`config.mk`:
```
export PLATFORM = sky130hd
export DESIGN_NAME = operand_stack
export DESIGN_NICKNAME = d
export VERILOG_FILES = /design/src/rtl/operand_stack.sv
export SDC_FILE = /design/constraint.sdc
export NUM_CORES = 1
export LEC_CHECK = 0
export BUFFER_PORTS_ARGS = -buffer_cell sky130_fd_sc_hd__buf_2
export CORE_MARGIN = 5
export CORE_UTILIZATION = 30
export CTS_CLUSTER_DIAMETER = 50
export DETAILED_ROUTE_END_ITERATION = 12
export PLACE_DENSITY = 0.57
export SETUP_SLACK_MARGIN = 0.15
export SYNTH_ARGS = -nofsm -noshare
export SYNTH_HDL_FRONTEND = slang
export SYNTH_SLANG_ARGS = --single-unit
```
`constraint.sdc`:
```
create_clock -name clk -period 4 [get_ports clk]
set_input_delay 0.4 -clock clk [delete_from_list [all_inputs] [get_ports clk]]
set_output_delay 0.4 -clock clk [all_outputs]
set_load 0.05 [all_outputs]
```
`src/rtl/operand_stack.sv`:
```
// operand_stack: 8-bit operand stack feeding the ALU with registered top/next entries
// Ports: clk, rst (sync active-low); op_valid/op/din request an op
//   (00 PUSH, 01 POP, 10 REPL1, 11 REPL2);
//   tos/nos are the top two entries; count/empty/full give the fill level;
//   op_done pulses one cycle after each op_valid;
//   overflow/underflow are sticky illegal-op flags.
module operand_stack #(
  parameter int DATA_W = 8,
  parameter int DEPTH  = 16,
  parameter int PTR_W  = 4
) (
  input  logic              clk,
  input  logic              rst,
  input  logic              op_valid,
  input  logic [1:0]        op,
  input  logic [DATA_W-1:0] din,
  output logic [DATA_W-1:0] tos,
  output logic [DATA_W-1:0] nos,
  output logic [PTR_W:0]    count,
  output logic              empty,
  output logic              full,
  output logic              op_done,
  output logic              overflow,
  output logic              underflow
);
  localparam logic [1:0] OP_PUSH = 2'b00, OP_POP = 2'b01, OP_REPL1 = 2'b10;
  localparam logic [PTR_W:0] C0 = '0, C1 = 1, C2 = 2, C3 = 3;
  localparam logic [PTR_W:0] C_FULL = (PTR_W+1)'(DEPTH);
  localparam logic [PTR_W-1:0] I1 = 1, I2 = 2, I3 = 3;
  logic [DATA_W-1:0] mem [DEPTH];
  logic [DATA_W-1:0] tos_q, tos_d, nos_q, nos_d, below_nos;
  logic [PTR_W:0]    count_q, count_d;
  logic [PTR_W-1:0]  cl, wr_idx;
  logic              done_q, ovf_q, ovf_d, unf_q, unf_d;
  logic              is_push, legal, acc, wr_en;
  // Index arithmetic is modulo DEPTH on the low count bits; only legal ops use it,
  // so the results always land on a real entry.
  always_comb begin
    cl        = count_q[PTR_W-1:0];
    is_push   = op == OP_PUSH;
    legal     = is_push ? (count_q != C_FULL) : (op == 2'b11 ? count_q >= C2 : count_q != C0);
    acc       = op_valid && legal;
    below_nos = count_q >= C3 ? mem[cl - I3] : '0;
    count_d   = !acc ? count_q : is_push ? count_q + C1 : op == OP_REPL1 ? count_q : count_q - C1;
    tos_d     = !acc ? tos_q : op == OP_POP ? nos_q : din;
    nos_d     = !acc ? nos_q : is_push ? tos_q : op == OP_REPL1 ? nos_q : below_nos;
    wr_en     = acc && op != OP_POP;
    wr_idx    = is_push ? cl : op == OP_REPL1 ? cl - I1 : cl - I2;
    ovf_d     = ovf_q | (op_valid & is_push & ~legal);
    unf_d     = unf_q | (op_valid & ~is_push & ~legal);
  end
  always_ff @(posedge clk) begin
    if (!rst) begin
      count_q <= '0;
      tos_q   <= '0;
      nos_q   <= '0;
      done_q  <= 1'b0;
      ovf_q   <= 1'b0;
      unf_q   <= 1'b0;
    end else begin
      count_q <= count_d;
      tos_q   <= tos_d;
      nos_q   <= nos_d;
      done_q  <= op_valid;
      ovf_q   <= ovf_d;
      unf_q   <= unf_d;
    end
  end
  // Storage has no reset; gating on rst keeps a discarded op from touching it.
  always_ff @(posedge clk) begin
    if (rst && wr_en) mem[wr_idx] <= din;
  end
  assign tos       = tos_q;
  assign nos       = nos_q;
  assign count     = count_q;
  assign empty     = count_q == C0;
  assign full      = count_q == C_FULL;
  assign op_done   = done_q;
  assign overflow  = ovf_q;
  assign underflow = unf_q;
endmodule

```
==> impl_metrics.json <==
{
  "status": "completed",
  "period_minus_slack_ns": 3.15,
  "avgSynthCellArea_sq_um": 15.1,
  "async_reset_ff_share_pct": 0,
  "drt-pass1-iter-count": 5,
  "numPortBuffers": 38,
  "core-area_sq_um": 21600,
  "clockRootBuffer": "clkbuf_16",
  "setup_viol": 0,
  "hold_class": "primary input to flip-flop",
  "ys_types": 44,
  "initial_core_util_pct": 30.1,
  "hpwl_um": 10400,
  "nNetsFinal": 502,
  "skew_ns": 0.0147,
  "slowest_stage": "nor2_1",
  "start_kind": "flip-flop",
  "synth_cells": 431,
  "num_rows": 54,
  "io_pins": 39,
  "grt_pass1_wl_um": 23600,
  "tightestPinTransition_ns": 0.842,
  "path_cells": "buf_4 -> inv_1 -> buf_4 -> ha_1 -> nand2b_1 -> a32oi_1 -> and3_1 -> or3b_1 -> nor2_1",
  "syn-cell-area_sq_um": 6510,
  "yosysWarnings": 0,
  "ant_nets": 0,
  "antennaDiodeCount": 0,
  "overflow": 0,
  "die_height_um": 157,
  "fin_crit_sh_pct": 78.7,
  "critPathCaptureType": "flip-flop",
  "area_delta_synth_final_pct": 16.8,
  "grt_pass1_vias": 3950,
  "maxSlewViolCount": 0,
  "drtIter0Drc": 312,
  "layoutNonFillerInstCount": 771,
  "power_density_nw_per_um2": 635,
  "clk_pin_slew_worst_paths_ns": 0.07,
  "worstPathArrival_ns": 3.20,
  "hold_viol": 0,
  "grtUsageTotal_pct": 13.1,
  "final_common_cell": "edfxtp_1",
  "drc_errors": 0,
  "synthesis.nets": 455,
  "synthFlopType": "edfxtp_1",
  "viasPerCell": 4.98,
  "drive_gt1_share_pct": 21.6,
  "critical_path_required_ns": 4.06,
  "rsz0062_at_grt": "false",
  "cts_sinks": 152,
  "crit_fanout": 14,
  "clock_latency_ns": 0.43,
  "place.gp.congestion": 0.864,
  "cts_tree": "done",
  "num-fill-cells": 2070,
  "wirelength_um": 15500,
  "cts_buffers": 17,
  "clockBufferDepth": 2,
  "holdBufCountCts": 0,
  "crit_path_frequent_cell": "buf_4",
  "path_class": "flip-flop to flip-flop",
  "placedCellCount": 739,
  "route.vias.total": 3837,
  "fp.dieW_um": 157,
  "antenna_found_initial": 0,
  "cpPeakStageDelay_ns": 0.62,
  "p_leak_nw": 2.82,
  "post_cts_buffers": 0,
  "layout_common_cells": "edfxtp_1, nand2_1, buf_2",
  "final.setup.tns_ns": 0,
  "grt_start_max_net_pins": 46,
  "htreeDepth": 4,
  "ys_ff_latch": 152,
  "ctsResizeCount": 0,
  "relSlewSlack_pct": 43.7,
  "seq_area_frac_synth_pct": 66.4,
  "wl_per_cell_um": 20.1,
  "synth_edf_count": 128,
  "cap_violations": 0,
  "peakVddDrop_mv": 0.271,
  "clock.fmax_mhz": 318,
  "die-area_sq_um": 24800
}
-- worst max-delay path: cells and delay by family (launching register included) --
family	cells	cell delay, ns
buffers and inverters	3	0.53
AND/OR/NAND/NOR	4	1.45
adder cells (fa/ha/maj)	1	0.20
AO/OA/AOI/OAI	1	0.29
flip-flops	1	0.30
-- kinds of logic (layout without fill, tap and decap cells) --
family | after synthesis | after routing | share of synthesized area (%)
flops | 152 | 152 | 66.4
buf+inv | 30 | 90 | 2.65
simple gates | 117 | 117 | 8.45
compound gates | 58 | 58 | 6.26
xor+xnor | 10 | 10 | 1.63
fa+ha+maj | 11 | 11 | 2.23
mux | 53 | 53 | 12.4
-- where the power goes --
group          internal, W  switching (W)  leakage (nW)
registers          0.00180      0.0000750          1.35
logic             0.000491       0.000891          1.18
clock network     0.000843       0.000726         0.290
-- final timing paths --
| path | slack (ns) | cells past startpoint | start | to |
|---|---|---|---|---|
| setup reg to reg | 0.85 | 9 | count[0]$_SDFFE_PN0P_ | mem[6][4]$_DFFE_PP_ |
| setup / recovery | 0.85 | 9 | count[0]$_SDFFE_PN0P_ | mem[6][4]$_DFFE_PP_ |
| hold reg to reg | 0.49 | 1 | underflow$_SDFF_PN0_ | underflow$_SDFF_PN0_ |
| hold / removal | 0.27 | 2 | op_valid | op_done$_SDFF_PN0_ |
-- synthesized netlist by cell type, types with 10 or more instances --
master      n  area, sq um
mux4_1     10          263
buf_2      14         70.1
nand3_1    22          110
ha_1       10          125
o21ai_0    11         55.1
nand2_1    53          199
edfxtp_1  128         3840
mux2i_1    25          250
mux2_2     10          113
dfxtp_1    24          480
nor2_1     19         71.3
a31oi_1    10         62.6
-- flip-flops by register name, summed over array words and instances, names as in the netlist --
name       count
mem          128
nos            8
tos            8
count          5
op_done        1
overflow       1
underflow      1
-- layer usage --
layer	routed length [um]	vias to the layer above	global-route usage (%)	share of wire [%]
met2	7630	101	21.3	49
li1	-	1765	-	-
met5	0	-	0	0
met3	896	14	3.49	5.8
met1	6790	1957	17.2	44
met4	204	0	3.89	1.3
-- area by class of cell --
class,instances,area [sq um],share of cell area [%]
clock buffers,17,425,5.59
flip-flops and latches,152,4320,56.8
clock inverters,15,170,2.24
multi-input cells,249,2020,26.5
well taps,280,350,4.61
inverters,5,18.8,0.247
repair buffers,53,303,3.98
-- through the flow --
stage               hold slack [ns]  setup WS [ns]  area (sq um)  total power, W  util [%]
global placement              0.455          0.994          7010         0.00328      32.4
finish                        0.270          0.852          7610         0.00483      35.2
CTS                           0.250          0.839          7610         0.00487      35.2
floorplan                     0.499          0.451          6510         0.00294         -
global route                  0.266          0.645          7610         0.00506      35.2
detailed placement            0.484          0.858          7010         0.00330      32.4
Power figures use the tool's default switching activity.
